$ cat src/rtl/hazard_pipe.sv
// E/M/W register pipeline carrying hazard-detection fields (rs/rt, dest, Tnew).
// Stall inserts a bubble into E while M and W keep draining.
module hazard_pipe (
    input  logic        clk,
    input  logic        reset,
    input  logic [4:0]  RsD_P,
    input  logic [4:0]  RtD_P,
    input  logic [4:0]  WriteRegD_P,
    input  logic        RegWriteD_P,
    input  logic [1:0]  T_new_D,
    input  logic        Stall_P,
    output logic [4:0]  RsE_P,
    output logic [4:0]  RtE_P,
    output logic [4:0]  RtM_P,
    output logic [4:0]  WriteRegE_P,
    output logic [4:0]  WriteRegM_P,
    output logic [4:0]  WriteRegW_P,
    output logic        RegWriteE_P,
    output logic        RegWriteM_P,
    output logic        RegWriteW_P,
    output logic [1:0]  T_new_E,
    output logic [1:0]  T_new_M,
    output logic [1:0]  T_new_W,
    output logic [15:0] Stall_Cnt
);

    logic [1:0] w_tnew_m_nxt;
    logic [1:0] w_tnew_w_nxt;
    logic       w_cnt_sat;

    // Tnew counts down one per stage and floors at zero
    assign w_tnew_m_nxt = (T_new_E == 2'd0) ? 2'd0 : T_new_E - 2'd1;
    assign w_tnew_w_nxt = (T_new_M == 2'd0) ? 2'd0 : T_new_M - 2'd1;
    assign w_cnt_sat    = (Stall_Cnt == 16'hFFFF);

    always_ff @(posedge clk) begin
        if (reset) begin
            RsE_P       <= 5'd0;
            RtE_P       <= 5'd0;
            WriteRegE_P <= 5'd0;
            RegWriteE_P <= 1'b0;
            T_new_E     <= 2'd0;
        end else if (Stall_P) begin
            RsE_P       <= 5'd0;
            RtE_P       <= 5'd0;
            WriteRegE_P <= 5'd0;
            RegWriteE_P <= 1'b0;
            T_new_E     <= 2'd0;
        end else begin
            RsE_P       <= RsD_P;
            RtE_P       <= RtD_P;
            WriteRegE_P <= WriteRegD_P;
            RegWriteE_P <= RegWriteD_P;
            T_new_E     <= T_new_D;
        end
    end

    always_ff @(posedge clk) begin
        if (reset) begin
            RtM_P       <= 5'd0;
            WriteRegM_P <= 5'd0;
            RegWriteM_P <= 1'b0;
            T_new_M     <= 2'd0;
            WriteRegW_P <= 5'd0;
            RegWriteW_P <= 1'b0;
            T_new_W     <= 2'd0;
        end else begin
            RtM_P       <= RtE_P;
            WriteRegM_P <= WriteRegE_P;
            RegWriteM_P <= RegWriteE_P;
            T_new_M     <= w_tnew_m_nxt;
            WriteRegW_P <= WriteRegM_P;
            RegWriteW_P <= RegWriteM_P;
            T_new_W     <= w_tnew_w_nxt;
        end
    end

    always_ff @(posedge clk) begin
        if (reset) begin
            Stall_Cnt <= 16'd0;
        end else if (Stall_P && !w_cnt_sat) begin
            Stall_Cnt <= Stall_Cnt + 16'd1;
        end
    end

endmodule

$ cat config.mk
export PLATFORM = sky130hd
export DESIGN_NAME = hazard_pipe
export DESIGN_NICKNAME = d
export VERILOG_FILES = /design/src/rtl/hazard_pipe.sv
export SDC_FILE = /design/constraint.sdc
export NUM_CORES = 1
export LEC_CHECK = 0
export ABC_AREA = 0
export CAP_MARGIN = 20
export CORE_UTILIZATION = 35
export DETAILED_ROUTE_END_ITERATION = 12
export GPL_TIMING_DRIVEN = 0
export PLACE_DENSITY = 0.71
export SLEW_MARGIN = 5
export SYNTH_ARGS = -nofsm -noshare
export SYNTH_HDL_FRONTEND = slang
export SYNTH_SLANG_ARGS = --single-unit
$ cat constraint.sdc
create_clock -name clk -period 2.45 [get_ports clk]
set_clock_uncertainty 0.05 [all_clocks]
set_input_delay 0.3675 -clock clk [delete_from_list [all_inputs] [get_ports clk]]
set_output_delay 0.3675 -clock clk [all_outputs]
set_load 0.01 [all_outputs]
==> impl_metrics.csv <==
group,metric,value,unit
status,outcome,"finished, final reports clean",
setup_path,r2r_start,"Stall_Cnt[0]",
setup_path,reg2regPathDepth,7,
clocking,clkLatencyLatePin,300,ps
sta,grt_setup_unrepaired,"false",
synth,syn_area,0.00194,mm^2
routing,ant_nets,0,
sta,fmax,541,MHz
setup_path,slowest_stage,"a2111oi_4",
layout,fin_nets,288,
layout,final_area,0.00288,mm^2
synth,synthDistinctLibCells,32,
die,core_area,0.00524,mm^2
synth,synth_flop_cell,"dfxtp_1",
routing,wl,3.81,mm
clocking,cts_buffers,5,
clocking,path_clk_slew,90,ps
setup_path,slowest_delay,370,ps
global_routing,antenna_found_initial,0,
die,start_util,37.0,%
die,rows,26,
clocking,clock_path_buffers,2,
setup_path,critical_path_arrival,1980,ps
place,port_buffers,75,
die,die_area,0.00584,mm^2
sta,relSlewSlack,66.9,%
setup_path,crit_path_cell_trace,"ha_1 > and2_4 > buf_6 > and4_4 > a2111oi_4 > xnor2_1 > nor2_1",
synth,yosys_warnings,0,
setup_path,required,2580,ps
synth,async_flop_share,0,%
power,cellPowerDensity,552,mW/mm^2
die,fp.dieW,76.4,um
global_routing,track_usage,13.9,%
sta,drv_slew,0,
synth,synth.avg_cell_area,10.7,um^2
global_routing,first_global_vias,1464,
routing,drtIter0Drc,39,
place,placed_area,0.00278,mm^2
routing,post_drt_wl_per_cell,11.4,um
place,place_hpwl,2.89,mm
global_routing,grt_pass1_wl,6.44,mm
setup_path,crit_buf_inv,1,
global_routing,overflow,0,
setup_path,reg2reg_slack,600,ps
layout,area_growth,48.3,%
routing,vias_per_cell,4.52,
clocking,post_cts_buffers,0,
setup_path,crit_type,"flip-flop to flip-flop",
setup_path,r2r-end,"Stall_Cnt[7]",
sta,hold_viol,0,
sta,setup-violations-final,0,
routing,first_pass_iters,4,
clocking,holdBufCountCts,0,
synth,synth-edff-count,0,
clocking,tritoncts,"built",
clocking,cts_resized,0,
setup_path,cp_top_family,"simple AND/OR/NAND/NOR gates",
routing,drc,0,
synth,syn-num-nets,206,
power,p_leak,1.00,nW
global_routing,grt_start_max_net_pins,18,
routing,vias,1513,
die,fp.dieH,76.4,um
clocking,cts-root-buf,"clkbuf_8",
layout,diodes,0,
power,finalPower,0.00159,W
layout,layout-drive-gt1-share,8.30,%
power,peakVddDrop,0.325,mV
synth,synth_cells,182,
setup_path,end_kind,"flip-flop",
worst_hold_path,min-delay-start,"T_new_M[0]",
flow_run,cap_violations,0,
sta,finalCritPeriodShare,75.4,%
synth,synth_seq_area_share,56.8,%
place,gp_congestion,0.768,
worst_hold_path,whs_endpoint,"T_new_W[0]",
die,ios,76,
sta,tns,0,ps
sta,tightestPinTransition,495,ps
worst_hold_path,holdPathStages,1,
setup_path,crit_fanout,7,
setup_path,crit_path_start_kind,"flip-flop",
worst_hold_path,hold_path.class,"flip-flop to flip-flop",
synth,ys_ff_latch,55,
clocking,cts_sinks,55,
clocking,htreeDepth,2,
sta,post-route-min-period,1850,ps
## Yosys cell counts, drive strengths merged, types with 4 or more instances
master,instances,area (um^2)
a2111oi,5,87.6
and2,19,121
clkbuf,6,22.5
dfxtp,55,1100
inv,5,18.8
mux2i,4,40.0
nand2,8,30.0
nand3,7,40.0
nor2,18,67.6
nor2b,17,106
nor3,5,30.0
xnor2,9,78.8
## cell type report
class,instances,area (um^2)
fill,498,2360
sequential,55,1100
multi-input combinational,114,778
timing repair buffer,75,751
tap,70,87.6
clock buffer,6,82.6
buffer,8,41.3
inverter,5,18.8
clock inverter,2,16.3
## routing by layer
metal	GRT usage (%)	wire (um)
met5	0	0
met4	4.62	51
met3	6.95	409
met2	24.7	1880
met1	14.1	1480
## worst reg2reg max path: cells and delay by family (launching register included)
kind | cells | cell delay [ps]
AND/OR/NAND/NOR | 3 | 430
AO/OA/AOI/OAI | 1 | 370
flip-flops | 1 | 360
adder cells (fa/ha/maj) | 1 | 240
XOR/XNOR | 1 | 160
buffers and inverters | 1 | 130
## sequential cells by signal (all words and copies together) (netlist names)
signal and count:
RegWriteW_P 1, WriteRegW_P 5, T_new_E 2, RtE_P 5
RtM_P 5, T_new_W 2, Stall_Cnt 16, RegWriteM_P 1
RsE_P 5, WriteRegE_P 5, RegWriteE_P 1, T_new_M 2
WriteRegM_P 5
## worst max-delay path by stage
stage,endpoint,cells past startpoint,from
detailed placement,Stall_Cnt[15],5,Stall_P
finish,Stall_Cnt[7],7,Stall_Cnt[0]
CTS,Stall_Cnt[7],7,Stall_Cnt[0]
global placement,Stall_Cnt[13],5,Stall_P
floorplan,Stall_Cnt[7],7,Stall_Cnt[0]
global route,Stall_Cnt[7],7,Stall_Cnt[0]
## layout by cell type (no fill, tap or decap), types with 2 or more instances in the layout
master and n:
a2111oi_2 4, a211oi_1 3, a21oi_1 3, and2_1 18, and3_1 2, clkbuf_1 6
clkbuf_8 6, clkdlybuf4s50_1 75, dfxtp_1 55, ha_1 3, inv_1 5, mux2i_1 4
nand2_1 8, nand3_1 6, nor2_1 18, nor2b_1 17, nor3_1 4, o21ai_0 2
xnor2_1 9
## stage by stage
step / utilization (%) / hold slack, ps / cells / setup WS [ps]
finish: 54.9 / 404 / 335 / 602
global route: 54.9 / 431 / 335 / 503
CTS: 54.9 / 404 / 335 / 586
detailed placement: 53.0 / 389 / 327 / 284
global placement: 53.0 / 381 / 327 / 311
floorplan: - / 431 / 182 / 673
## where the power goes
part	internal, W	switching, W
clock	0.000231	0.000286
combinational	0.0000870	0.0000516
sequential	0.000918	0.0000120
total	0.00124	0.000350
## logic make-up (layout without fill, tap and decap cells)
| group | Yosys count | after routing | share of synthesized area [%] |
|---|---|---|---|
| DFF | 55 | 55 | 56.8 |
| muxes | 4 | 4 | 2.06 |
| xor gates and xnor gates | 9 | 9 | 4.06 |
| buffers and inverters | 13 | 96 | 3.10 |
| AOI/OAI and AO/OA | 16 | 16 | 8.32 |
| and+or+nand+nor | 82 | 82 | 23.7 |
| adders and majority gates | 3 | 3 | 1.94 |
Power figures use the tool's default switching activity.
